===== src/rtl/egg_timer_sequencer.sv =====
// Egg-timer controller: key edge detection, per-field time entry, borrow-chained
// countdown on the 1 Hz tick, pause/resume and a tick-paced, bounded alarm flash.
module egg_timer_sequencer #(
   parameter int NUM_FIELDS  = 2,
   parameter int FIELD_W     = 6,
   parameter int FIELD_MAX   = 59,
   parameter int FLASH_TICKS = 10,
   parameter int SEL_W       = 1
) (
   input  logic                          clk,
   input  logic                          rst,
   input  logic                          tick,
   input  logic                          key_clear,
   input  logic                          key_set,
   input  logic                          key_inc,
   input  logic                          key_start,
   output logic [2:0]                    state,
   output logic [SEL_W-1:0]              field_sel,
   output logic [NUM_FIELDS*FIELD_W-1:0] time_val,
   output logic                          alarm,
   output logic                          done
);

   localparam int                 CNT_W      = $clog2(FLASH_TICKS + 1);
   localparam int                 TW         = NUM_FIELDS * FIELD_W;
   localparam logic [FIELD_W-1:0] L_MAX      = FIELD_W'(FIELD_MAX);
   localparam logic [SEL_W-1:0]   L_LAST     = SEL_W'(NUM_FIELDS - 1);
   localparam logic [CNT_W-1:0]   L_CNT_LAST = CNT_W'(FLASH_TICKS - 1);

   typedef enum logic [2:0] {
      ST_SET       = 3'b000,
      ST_UNUSED    = 3'b001,
      ST_RUN       = 3'b010,
      ST_READY     = 3'b011,
      ST_IDLE      = 3'b100,
      ST_FLASH_ON  = 3'b101,
      ST_FLASH_OFF = 3'b110,
      ST_PAUSE     = 3'b111
   } state_t;

   state_t             r_state, w_state_nxt;
   logic [SEL_W-1:0]   r_field_sel, w_sel_nxt;
   logic [TW-1:0]      r_time, w_time_nxt, w_time_inc, w_time_dec;
   logic [CNT_W-1:0]   r_cnt, w_cnt_nxt;
   logic               r_alarm, r_done, w_done_nxt;
   logic               r_set_q, r_inc_q, r_start_q;
   logic               w_set_rise, w_inc_rise, w_start_rise, w_any_rise;
   logic               w_borrow, w_dec_zero;

   assign w_set_rise   = key_set & ~r_set_q;
   assign w_inc_rise   = key_inc & ~r_inc_q;
   assign w_start_rise = key_start & ~r_start_q;
   assign w_any_rise   = w_set_rise | w_inc_rise | w_start_rise;

   // Selected field +1 with wrap to zero past FIELD_MAX
   always_comb begin
      w_time_inc = r_time;
      for (int i = 0; i < NUM_FIELDS; i++) begin
         if (SEL_W'(i) == r_field_sel) begin
            if (r_time[i*FIELD_W +: FIELD_W] == L_MAX) begin
               w_time_inc[i*FIELD_W +: FIELD_W] = '0;
            end else begin
               w_time_inc[i*FIELD_W +: FIELD_W] = r_time[i*FIELD_W +: FIELD_W] + FIELD_W'(1);
            end
         end else begin
            w_time_inc[i*FIELD_W +: FIELD_W] = r_time[i*FIELD_W +: FIELD_W];
         end
      end
   end

   // Ripple-borrow decrement: a zero field reloads FIELD_MAX and passes the borrow on
   always_comb begin
      w_time_dec = r_time;
      w_borrow   = 1'b1;
      for (int i = 0; i < NUM_FIELDS; i++) begin
         if (w_borrow) begin
            if (r_time[i*FIELD_W +: FIELD_W] == '0) begin
               w_time_dec[i*FIELD_W +: FIELD_W] = L_MAX;
            end else begin
               w_time_dec[i*FIELD_W +: FIELD_W] = r_time[i*FIELD_W +: FIELD_W] - FIELD_W'(1);
               w_borrow = 1'b0;
            end
         end else begin
            w_time_dec[i*FIELD_W +: FIELD_W] = r_time[i*FIELD_W +: FIELD_W];
         end
      end
      w_dec_zero = (w_time_dec == '0);
   end

   // Next-state and datapath update; key_clear overrides every other event
   always_comb begin
      w_state_nxt = r_state;
      w_sel_nxt   = r_field_sel;
      w_time_nxt  = r_time;
      w_cnt_nxt   = r_cnt;
      w_done_nxt  = 1'b0;
      if (key_clear) begin
         w_state_nxt = ST_IDLE;
         w_sel_nxt   = '0;
         w_time_nxt  = '0;
         w_cnt_nxt   = '0;
      end else begin
         case (r_state)
            ST_IDLE: begin
               w_state_nxt = ST_SET;
               w_sel_nxt   = '0;
            end
            ST_SET: begin
               if (w_inc_rise) begin
                  w_time_nxt = w_time_inc;
               end else begin
                  w_time_nxt = r_time;
               end
               if (w_set_rise) begin
                  if (r_field_sel == L_LAST) begin
                     w_state_nxt = ST_READY;
                     w_sel_nxt   = '0;
                  end else begin
                     w_sel_nxt = r_field_sel + SEL_W'(1);
                  end
               end else begin
                  w_sel_nxt = r_field_sel;
               end
            end
            ST_READY: begin
               if (w_start_rise && (r_time != '0)) begin
                  w_state_nxt = ST_RUN;
               end else if (w_set_rise) begin
                  w_state_nxt = ST_SET;
                  w_sel_nxt   = '0;
               end else begin
                  w_state_nxt = ST_READY;
               end
            end
            ST_RUN: begin
               if (tick) begin
                  w_time_nxt = w_time_dec;
               end else begin
                  w_time_nxt = r_time;
               end
               if (tick && w_dec_zero) begin
                  w_state_nxt = ST_FLASH_ON;
                  w_done_nxt  = 1'b1;
                  w_cnt_nxt   = '0;
               end else if (w_start_rise) begin
                  w_state_nxt = ST_PAUSE;
               end else begin
                  w_state_nxt = ST_RUN;
               end
            end
            ST_PAUSE: begin
               if (w_start_rise) begin
                  w_state_nxt = ST_RUN;
               end else begin
                  w_state_nxt = ST_PAUSE;
               end
            end
            ST_FLASH_ON, ST_FLASH_OFF: begin
               if (w_any_rise) begin
                  w_state_nxt = ST_IDLE;
                  w_cnt_nxt   = '0;
               end else if (tick) begin
                  if (r_cnt == L_CNT_LAST) begin
                     w_state_nxt = ST_IDLE;
                     w_cnt_nxt   = '0;
                  end else begin
                     w_state_nxt = (r_state == ST_FLASH_ON) ? ST_FLASH_OFF : ST_FLASH_ON;
                     w_cnt_nxt   = r_cnt + CNT_W'(1);
                  end
               end else begin
                  w_state_nxt = r_state;
               end
            end
            default: begin
               w_state_nxt = ST_IDLE;
            end
         endcase
      end
   end

   // State, datapath, output and key-history registers
   always_ff @(posedge clk or posedge rst) begin
      if (rst) begin
         r_state     <= ST_IDLE;
         r_field_sel <= '0;
         r_time      <= '0;
         r_cnt       <= '0;
         r_alarm     <= 1'b0;
         r_done      <= 1'b0;
         r_set_q     <= 1'b1;
         r_inc_q     <= 1'b1;
         r_start_q   <= 1'b1;
      end else begin
         r_state     <= w_state_nxt;
         r_field_sel <= w_sel_nxt;
         r_time      <= w_time_nxt;
         r_cnt       <= w_cnt_nxt;
         r_alarm     <= (w_state_nxt == ST_FLASH_ON);
         r_done      <= w_done_nxt;
         r_set_q     <= key_set;
         r_inc_q     <= key_inc;
         r_start_q   <= key_start;
      end
   end

   assign state     = r_state;
   assign field_sel = r_field_sel;
   assign time_val  = r_time;
   assign alarm     = r_alarm;
   assign done      = r_done;

endmodule

===== config.mk =====
export PLATFORM = sky130hd
export DESIGN_NAME = egg_timer_sequencer
export DESIGN_NICKNAME = d
export VERILOG_FILES = /design/src/rtl/egg_timer_sequencer.sv
export SDC_FILE = /design/constraint.sdc
export NUM_CORES = 1
export LEC_CHECK = 0
export ABC_AREA = 1
export BUFFER_PORTS_ARGS = -buffer_cell sky130_fd_sc_hd__buf_4
export CAP_MARGIN = 0
export CORE_ASPECT_RATIO = 2
export CORE_UTILIZATION = 50
export DETAILED_ROUTE_END_ITERATION = 6
export PLACE_DENSITY = 0.73
export SETUP_SLACK_MARGIN = 0.2
export SYNTH_ARGS = -nofsm -noshare
export SYNTH_HDL_FRONTEND = slang
export SYNTH_SLANG_ARGS = --single-unit

===== constraint.sdc =====
create_clock -name clk -period 1.7 [get_ports clk]
set_input_delay 0.34 -clock clk [delete_from_list [all_inputs] [get_ports clk]]
set_output_delay 0.34 -clock clk [all_outputs]
set_load 0.05 [all_outputs]

==> metrics.md, run 1 <==
| Metric | Value |
|---|---|
| Vias | `around 2400` |
| Die ar. | `approximately 4300 µm²` |
| CP max stage delay | `0.44 ns` |
| Yosys top cell by area | `dfrtp_1` |
| Post-synth top cells | `nand2_1 (77), nor2_1 (41), inv_1 (36)` |
| Period utilization | `1.14` |
| Cells after Synth | `300` |
| Crit path time final | `a little under 2 ns` |
| DP Wirelength | `between 4000 and 5000 µm` |
| Prevailing post-synth register cell | `dfrtp_1` |
| Clock Skew | `0.00562 ns` |
| Hold WC Path Type | `in -> async` |
| First-pass GRT wire length | `roughly 9900 µm` |
| Post-Place Cell Area | `around 2600 µm²` |
| Routed vias/inst | `between 5 and 6` |
| Slew margin rel. | `0.774` |
| Syn Std Cell Area | `2000 µm²` |
| Reg clk slew, reported paths | `around 0.10 ns` |
| Remaining global-route overflow | `0` |
| Worst Path Required | `between 1.5 and 2 ns` |
| DRT iter0 DRCs | `roughly 130` |
| Drt pass-1 iters | `5` |
| Antenna diode count | `0` |
| CTS sink cnt | `25` |
| Total CTS buffers | `3` |
| Fmax | `0.515 GHz` |
| Final setup vio count | `9` |
| Violated checks | `setup timing` |
| Peak supply drop | `approximately 650 µV` |
| Worst slew pin tran | `0.336 ns` |
| Area growth syn-to-layout | `52.1%` |
| Startpoint types | `register` |
| Placed cells | `between 400 and 500` |
| Most numerous cell in the Yosys netlist | `nand2_1` |
| R2r worst-path depth | `14` |
| Largest net degree at the start of global routing | `26` |
| Worst reg-to-reg setup slack | `-0.24 ns` |
| CTS Root Buffer Type | `clkbuf_8` |
| Leakage | `~1.5 nW` |
| Critical path class | `reg -> reg` |
| I/O pins | `25` |
| NumNets Final | `about 400` |
| Share of the synthesized area in the top cell type | `0.263` |
| Crit path DAT | `approximately 2.1 ns` |
| Gpl congestion | `around 0.9` |
| Critical Path, Cell by Cell | `nor2_4 > nand2_4 > nor2_8 > nand2_2 > nand2_2 > inv_2 > nor2_1 > nand2_1 > nor2_2 > nand3_4 > nand2_4 > nand2_4 > nand2_2 > nand2_1` |
| Setup TNS Final | `-1.48 ns` |
| Fin area | `between 3000 and 4000 µm²` |
| Worst R2R End | `r_cnt[2]` |
| CTS H-tree lvls | `1` |
| Synth async-reset ratio | `1.00` |
| CP max FO | `7` |
| Unrepaired setup endpoints after global routing | `yes` |
| Row Count | `32` |
| PwrDens | `around 650 nW/µm²` |
| Core area | `between 3000 and 4000 µm²` |
| Share of cells above drive strength 1 | `0.470` |
| Max clock buf depth | `2` |
| Critical Path End Type | `register` |
| Worst-Skew Late Latency | `roughly 0.28 ns` |
| Tot GR Track Use | `0.316` |
| Syn nets | `313` |
| Fin cells | `between 400 and 500` |
| Initial antenna violation count | `0` |
| CTS tree | `done` |
| Routed wire length | `approximately 6800 µm` |
| Post-synthesis sequential area ratio | `0.315` |
| Routed WL per cell | `about 16 µm` |
| Die W | `~47 µm` |
| Slew Limit Fails | `0` |
| Die extent in y | `between 90 and 100 µm` |
| Initial Util | `0.520` |
| Routed Antenna Nets | `0` |
| Post-synth EDFFs | `0` |
| IO buf count | `24` |
| Fin worst setup slack | `-0.242 ns` |
| Final hold vios | `0` |
| Largest cells by area after synthesis | `dfrtp_1 (26%), nand2_1 (14%), nor2_1 (7.7%)` |
| DRC errors left | `0` |
| Avg Inst Size Synth | `about 6.7 µm²` |
| Seq cells post-synth | `25` |
| Status | `complete, but fails checks` |
| Yosys cell types | `34` |
| Reg-to-reg critical path startpoint | `time_val[3]` |
| Max-Cap Viols | `0` |
| Number of global-route vias before repair | `2267` |
| Synthesis warning total | `0` |
| Critical path's slowest cell | `dfrtp_2` |
-- cell usage in the layout, fill, tap and decap left out, drive strengths merged, types with 3 or more instances in the layout --
master	n
o21ai	14
dfstp	4
nand2	82
o22ai	8
ha	6
a21oi	14
xor2	8
nor2	44
nand3	32
or2	4
nor3	11
dfrtp	21
inv	38
buf	80
clkbuf	3
-- layout make-up --
| class | count | area [µm²] |
|---|---|---|
| Multi-Input combinational cell | 232 | 1490 |
| Fill cell | 275 | 802 |
| Timing Repair Buffer | 80 | 651 |
| Sequential cell | 25 | 647 |
| Inverter | 38 | 148 |
| Tap cell | 51 | 63.8 |
| Clock buffer | 3 | 41.3 |
| Clock inverter | 1 | 5.00 |
-- what timing repair did --
| action | in CTS | in global routing |
|---|---|---|
| setup buffers | 8 | 6 |
| endpoints found under the setup margin | 23 | 23 |
| pin swaps | 12 | 21 |
| hold buffers | 0 | 0 |
| gates resized for setup | 45 | 34 |
-- report_power, final --
| part | leakage, nW | switching (mW) | internal (mW) |
|---|---|---|---|
| Clock | 0.0255 | 0.215 | 0.165 |
| Combinational | 1.15 | 0.556 | 0.393 |
| Sequential | 0.311 | 0.0323 | 0.628 |
| Total | 1.49 | 0.803 | 1.19 |
-- worst max-delay path, delay by kind of cell (launching register included) --
family | cells | cell delay [ns]
flops | 1 | 0.44
buf+inv | 1 | 0.03
simple gates | 13 | 1.36
-- registers in the layout, indices dropped and copies added (netlist names) --
name       cells
r_inc_q        1
r_start_q      1
alarm          1
r_set_q        1
r_cnt          4
time_val      12
done           1
field_sel      1
state          3
-- worst max path at each step --
stage,start,end,cells past startpoint,slack [ns]
3_5_place_dp,time_val[0],r_cnt[2],13,-0.21
2_1_floorplan,time_val[2],r_cnt[0],15,-0.20
4_1_cts,time_val[2],r_cnt[2],14,-0.16
6_report,time_val[3],r_cnt[2],14,-0.24
3_3_place_gp,time_val[0],r_cnt[2],13,-0.20
5_1_grt,time_val[2],r_cnt[2],14,-0.31
-- through the flow --
stage               power, mW   util  hold slack, ns  worst slack (ns)
floorplan                1.15      -           0.344            -0.200
global placement         1.42  0.676           0.420            -0.204
detailed placement       1.42  0.676           0.430            -0.208
CTS                      1.88  0.742           0.127            -0.157
global route             2.08  0.791           0.134            -0.306
finish                   1.99  0.791           0.101            -0.242
-- logic make-up (layout without fill, tap and decap cells) --
| logic type | count (synthesis) | after routing | share of synthesized area |
|---|---|---|---|
| simple gates | 176 | 176 | 0.404 |
| xor+xnor | 10 | 10 | 0.0438 |
| fa+ha+maj | 6 | 6 | 0.0375 |
| compound gates | 40 | 40 | 0.112 |
| buf+inv | 43 | 122 | 0.0876 |
| flops | 25 | 25 | 0.315 |
-- routing by layer --
layer | vias up | part of all wire | global-route usage
li1 | 1136 | - | -
met1 | 1112 | 0.35 | 0.340
met2 | 116 | 0.57 | 0.560
met3 | 30 | 0.043 | 0.0358
met4 | 0 | 0.039 | 0.152
met5 | - | 0 | 0
Note: power is estimated with default switching activity, not from simulation.
==> run 2: changes to the inputs <==
- SETUP_SLACK_MARGIN: 0.2 -> 0.15
==> run 2 against run 1 <==
  * The flow still finishes with violations (setup timing)
  * Die area unchanged
  * Sequential share of layout area increased by 0.71 points
  * Power decreased by 5.0%
  * Combinational power decreased by 8.9%
  * Largest power group unchanged
  * Global-route usage decreased by 1.2 points
  * Register-to-register slack improved by 0.06 ns
  * Clock skew decreased by 0.0036 ns
  * Via count decreased by 2.9%
  * Setup slack improved by 0.056 ns
==> metrics.md, run 2 (synthesis results as in run 1) <==
| Metric | Value |
|---|---|
| Status | `complete, but fails checks` |
| Violated checks | `setup timing` |
| PwrDens | `642 nW/µm² (-1.8%)` |
| DRT iter0 DRCs | `88 (-30%)` |
| Remaining global-route overflow | `0 (unchanged)` |
| Final hold vios | `0 (unchanged)` |
| Setup TNS Final | `-1.01 ns (+0.469 ns)` |
| Clock Skew | `0.00200 ns (-0.00362 ns)` |
| Hold_ws | `0.110 ns (+0.00896 ns)` |
| Die extent in y | `91.4 µm (unchanged)` |
| Critical path class | `reg -> reg` |
| Worst slack, placed | `-0.208 ns (unchanged)` |
| Worst path top cell family by delay | `simple AND/OR/NAND/NOR gates` |
| Largest register FFs | `12 (unchanged)` |
| Peak supply drop | `617 µV (-5.6%)` |
| Slew Limit Fails | `0 (unchanged)` |
| Tot GR Track Use | `0.304 (-0.0116)` |
| Area growth syn-to-layout | `47.2%` |
| Reg clk slew, reported paths | `0.09 ns (about the same)` |
| Routed Antenna Nets | `0 (unchanged)` |
| Buf/Inv on CP | `1 (unchanged)` |
| Most common cell after layout, fill and taps aside | `buf_4` |
| Critical Path, Cell by Cell | `nor2_4 > nand2_4 > nor2_8 > nand2_2 > nand2_2 > inv_2 > nor2_1 > nand2_1 > nor2_2 > nand3_4 > nand2_4 > nand2_4 > nand2_1 > nand2_1` |
| First-pass GRT wire length | `9610 µm (-3.4%)` |
| Reg power frac | `0.349 (+0.017)` |
| Filler instances | `298 (+8.4%)` |
| Gpl congestion | `0.890 (unchanged)` |
| Crit path DAT | `2.06 ns (-0.06 ns)` |
| Fin cells | `425 (-1.2%)` |
| Share of cells above drive strength 1 | `0.430 (-0.0392)` |
| I/O pins | `25 (unchanged)` |
| Routed vias/inst | `5.47 (-1.7%)` |
| Hold WC Path Type | `in -> async` |
| Worst Path Required | `1.87 ns (about the same)` |
| Max-Cap Viols | `0 (unchanged)` |
| Leakage | `1.46 nW (-2.0%)` |
| Largest net degree at the start of global routing | `26 (unchanged)` |
| Internal power | `1.16 mW (-2.5%)` |
| Multi-input gate area | `1430 µm² (-4.1%)` |
| Initial Util | `0.520 (unchanged)` |
| Fmax | `0.530 GHz (+3.0%)` |
| Fin worst setup slack | `-0.186 ns (+0.0562 ns)` |
| NumNets Final | `388 (-1.3%)` |
| Core area | `3840 µm² (unchanged)` |
| Switching portion of total power | `0.388 (-0.0156)` |
| Most frequent cells in the layout | `buf_4 (68), nand2_1 (64), nor2_1 (33)` |
| Total CTS buffers | `3 (unchanged)` |
| Met3 global-route usage | `0.0378 (+0.00199)` |
| Critical Path End Type | `register` |
| Die W | `46.7 µm (unchanged)` |
| Number of global-route vias before repair | `2224 (-1.9%)` |
| Net Sw Power | `734 µW (-8.6%)` |
| Slew margin rel. | `0.777 (+0.00235)` |
| Startpoint types | `register` |
| Antenna diode count | `0 (unchanged)` |
| Critical path's slowest cell | `dfrtp_2` |
| Routed WL per cell | `14.6 µm (-7.3%)` |
| Unrepaired setup endpoints after global routing | `yes` |
| Final setup vio count | `8 (-1)` |
| Register area | `647 µm² (unchanged)` |
| CTS tree | `done` |
| Routed wire length | `6200 µm (-8.3%)` |
| CTS Root Buffer Type | `clkbuf_8` |
| Clock power frac | `0.193 (+0.002)` |
| Die ar. | `4270 µm² (unchanged)` |
| Placed cells | `412 (unchanged)` |
| CTS H-tree lvls | `1 (unchanged)` |
| CP max FO | `7 (unchanged)` |
| GRT met2 Usage | `0.537 (-0.0231)` |
| Max clock buf depth | `2 (unchanged)` |
| Worst-Skew Late Latency | `0.27 ns (about the same)` |
| Worst slew pin tran | `0.335 ns (-0.000431 ns)` |
| Post-layout util | `0.766 (-0.0257)` |
| Initial antenna violation count | `0 (unchanged)` |
| CTS sink cnt | `25 (unchanged)` |
| IO buf count | `24 (unchanged)` |
| DP Wirelength | `4500 µm (unchanged)` |
| Fin area | `2940 µm² (-3.2%)` |
| Final Power | `1.89 mW (-5.0%)` |
| Busiest grt layer | `met2` |
| Period utilization | `1.11 (-0.0331)` |
| DRC errors left | `0 (unchanged)` |
| Power share of the combinational group | `0.458 (-0.019)` |
| CP max stage delay | `0.44 ns (about the same)` |
| Row Count | `32 (unchanged)` |
| Vias | `2325 (-2.9%)` |
| Drt pass-1 iters | `5 (unchanged)` |
| Met1 Usage GRT | `0.330 (-0.00965)` |
| Post-Place Cell Area | `2600 µm² (unchanged)` |
| Crit path time final | `1.89 ns (-0.0562 ns)` |
[run 2: power groups by stage]
stage / Sequential [mW] / Combinational, mW / Clock (mW)
4_1_cts: 0.658 / 0.811 / 0.374
5_1_grt: 0.663 / 0.942 / 0.394
2_1_floorplan: 0.747 / 0.402 / 0
3_3_place_gp: 0.667 / 0.748 / 0
6_report: 0.660 / 0.865 / 0.365
3_5_place_dp: 0.667 / 0.754 / 0
[run 2: layout make-up]
cell class                      instances  share of cell area
Multi-Input combinational cell        232               0.484
Sequential cell                        25               0.220
Timing Repair Buffer                   75               0.207
Inverter                               38              0.0510
Clock buffer                            3              0.0140
Tap cell                               51              0.0217
Clock inverter                          1             0.00170
[run 2: path summary, 6_finish.rpt]
| kind | from | slack [ns] | end | cells after the start |
|---|---|---|---|---|
| max | time_val[3] | -0.19 | r_cnt[0] | 14 |
| min | rst | 0.11 | time_val[3] | 3 |
| max reg2reg | time_val[3] | -0.19 | r_cnt[0] | 14 |
| min reg2reg | r_cnt[3] | 0.54 | r_cnt[3] | 2 |
| max in group asynchronous | rst | 1.29 | state[2] | 3 |
| min in group clk | key_start | 0.17 | r_start_q | 1 |
[run 2: worst reg2reg max path: cells and delay by family, from the launching register on]
family | cells | cell delay, ns
buffers and inverters | 1 | 0.03
DFF | 1 | 0.44
and+or+nand+nor | 13 | 1.33
[run 2: layer usage]
layer | vias up | part of all wire
met5 | - | 0
met4 | 0 | 0.052
met3 | 35 | 0.044
met2 | 108 | 0.56
met1 | 1060 | 0.35
li1 | 1122 | -
[run 2: repair_timing]
item / 4_1_cts / 5_1_grt
setup buffers: 3 / 6
setup endpoints to repair: 23 / 23
hold buffers: 0 / 0
resized for setup: 28 / 34
pin swaps: 6 / 22
==> run 3: changes to the inputs <==
--- a/constraint.sdc
+++ b/constraint.sdc
@@ -3,2 +3,2 @@
 set_output_delay 0.34 -clock clk [all_outputs]
-set_load 0.05 [all_outputs]
+set_load 0.01 [all_outputs]
==> run 3 against run 2 <==
  * The flow still finishes with violations (setup timing)
  * Combinational power shrank 4.7%
  * Via count grew 2.7%
  * Clock power grew 2%
  * Hold slack gained 0.0055 ns
  * Final area grew 0.21%
  * Flip-flop and latch count is the same
  * Global-route usage grew 1.2 points
  * Register-to-register slack lost 0.10 ns
  * Wire length grew 7.4%
  * First-iteration DRC count grew 3.4%
  * Power shrank 1.7%
  * Sequential share of layout area shrank 0.34 points
  * Critical path type unchanged
  * Critical endpoint is now r_cnt[3]
  * Highest routed layer unchanged
==> metrics.md, run 3 (synthesis results as in run 1) <==
| Metric | Value |
|---|---|
| Status | `complete, but fails checks` |
| Violated checks | `setup timing` |
| Total CTS buffers | `3 (unchanged)` |
| IO buf count | `24 (unchanged)` |
| Critical path's slowest cell | `dfrtp_2` |
| Hold WC Path Type | `in -> async` |
| PwrDens | `630 nW/µm² (-1.9%)` |
| Initial Util | `0.520 (unchanged)` |
| Tot GR Track Use | `0.316 (+0.0118)` |
| CTS H-tree lvls | `1 (unchanged)` |
| Critical Path, Cell by Cell | `nor2_4 > buf_6 > nand4_1 > nand2_2 > nand2_2 > nor2_2 > nand2_1 > nor2_2 > nand3_2 > nand2_4 > nand2_4 > nand2_1 > nand2_1` |
| Worst Path Required | `1.87 ns (about the same)` |
| Antenna diode count | `0 (unchanged)` |
| Largest register FFs | `12 (unchanged)` |
| Share of cells above drive strength 1 | `0.416 (-0.0143)` |
| Fin worst setup slack | `-0.288 ns (-0.102 ns)` |
| Routed vias/inst | `5.52 (+0.81%)` |
| Final setup vio count | `10 (+2)` |
| Unrepaired setup endpoints after global routing | `yes` |
| Drt pass-1 iters | `5 (unchanged)` |
| Period utilization | `1.17 (+0.0601)` |
| Placed cells | `412 (unchanged)` |
| DP Wirelength | `4650 µm (+3.3%)` |
| I/O pins | `25 (unchanged)` |
| Remaining global-route overflow | `0 (unchanged)` |
| Routed Antenna Nets | `0 (unchanged)` |
| Critical Path End Type | `register` |
| Die extent in y | `91.4 µm (unchanged)` |
| Worst-Skew Late Latency | `0.27 ns (about the same)` |
| NumNets Final | `396 (+2.1%)` |
| Die W | `46.7 µm (unchanged)` |
| Reg clk slew, reported paths | `0.09 ns (about the same)` |
| DRT iter0 DRCs | `91 (+3.4%)` |
| Leakage | `1.49 nW (+1.8%)` |
| CTS sink cnt | `25 (unchanged)` |
| Slew margin rel. | `0.744 (-0.0324)` |
| CTS tree | `done` |
| Final hold vios | `0 (unchanged)` |
| Fmax | `0.503 GHz (-5.1%)` |
| Slew Limit Fails | `0 (unchanged)` |
| Worst slew pin tran | `0.381 ns (+0.0456 ns)` |
| Max-Cap Viols | `0 (unchanged)` |
| Crit path DAT | `2.16 ns (+0.10 ns)` |
| Row Count | `32 (unchanged)` |
| Post-layout util | `0.767 (+0.00163)` |
| Most common cell after layout, fill and taps aside | `buf_4` |
| Routed wire length | `6650 µm (+7.4%)` |
| Clock Skew | `0.00303 ns (+0.00104 ns)` |
| Vias | `2388 (+2.7%)` |
| Die ar. | `4270 µm² (unchanged)` |
| Cell mode on critical path | `nand2_1` |
| CP max FO | `5 (-2)` |
| Critical path class | `reg -> reg` |
| Area growth syn-to-layout | `47.5%` |
| Number of global-route vias before repair | `2320 (+4.3%)` |
| Hold_buf cts | `0 (unchanged)` |
| CP max stage delay | `0.46 ns (+0.02 ns)` |
| Largest net degree at the start of global routing | `26 (unchanged)` |
| Crit path time final | `1.99 ns (+0.102 ns)` |
| Fin cells | `433 (+1.9%)` |
| Core area | `3840 µm² (unchanged)` |
| Startpoint types | `register` |
| CTS Root Buffer Type | `clkbuf_8` |
| Initial antenna violation count | `0 (unchanged)` |
| DRC errors left | `0 (unchanged)` |
| Routed WL per cell | `15.4 µm (+5.4%)` |
| Max clock buf depth | `2 (unchanged)` |
| Final Power | `1.86 mW (-1.7%)` |
| Most frequent cells in the layout | `buf_4 (76), nand2_1 (68), nor2_1 (29)` |
| Peak supply drop | `584 µV (-5.4%)` |
| Gpl congestion | `0.872 (-2.1%)` |
| First-pass GRT wire length | `9830 µm (+2.2%)` |
[run 3: cell count changes in the layout (fill, tap and decap cells not counted), sizes merged]
cell / change
buf: +7
clkbuf: +1
clkinv: -1
nor2: +1
[run 3: what timing repair did]
action / 4_1_cts / 5_1_grt
pin swaps: 5 / 22
gates cloned: 1 / 0
setup endpoints to repair: 21 / 22
setup buffers: 9 / 7
gates resized for setup: 23 / 43
[run 3: final timing paths]
check	from	depth (start not counted)	end	slack (ns)
worst max register to register	time_val[2]	13	r_cnt[3]	-0.29
min in group clk	key_start	1	r_start_q	0.17
worst min-delay path	rst	3	time_val[2]	0.12
max in group asynchronous	rst	3	state[2]	1.28
worst max-delay path	time_val[2]	13	r_cnt[3]	-0.29
worst min register to register	r_cnt[2]	2	r_cnt[2]	0.55
[run 3: layout make-up]
cell class | instances | area [µm²]
sequential | 25 | 638
tap | 51 | 63.8
fill | 303 | 895
clock buffer | 4 | 45.0
timing repair buffer | 82 | 638
multi-input combinational | 233 | 1410
inverter | 38 | 150
[run 3: stage by stage]
step	instance area, µm²	TNS [ns]	hold WS [ns]	setup WS [ns]
floorplan	2050	-0.231	0.344	-0.0580
global placement	2570	-0.821	0.417	-0.143
detailed placement	2570	-1.02	0.430	-0.162
CTS	2740	-0.807	0.131	-0.145
global route	2950	-3.26	0.162	-0.388
finish	2950	-2.23	0.116	-0.288
[run 3: layer usage]
layer | share of wire | up-vias | global-route usage | wire length, µm
met5 | 0 | - | 0 | 0
met4 | 0.064 | 0 | 0.186 | 429
met3 | 0.040 | 46 | 0.0457 | 268
met2 | 0.56 | 89 | 0.582 | 3730
met1 | 0.33 | 1114 | 0.293 | 2220
li1 | - | 1139 | - | -
[run 3: critical path: cells and delay by family, from the launching register on]
kind	cells	cell delay, ns
buffers and inverters	1	0.14
DFF	1	0.46
and+or+nand+nor	12	1.29
[run 3: report_power, final]
group          switching, mW  internal [mW]
Clock                  0.206          0.168
Sequential            0.0332          0.627
Combinational          0.455          0.369
Total                  0.695           1.16
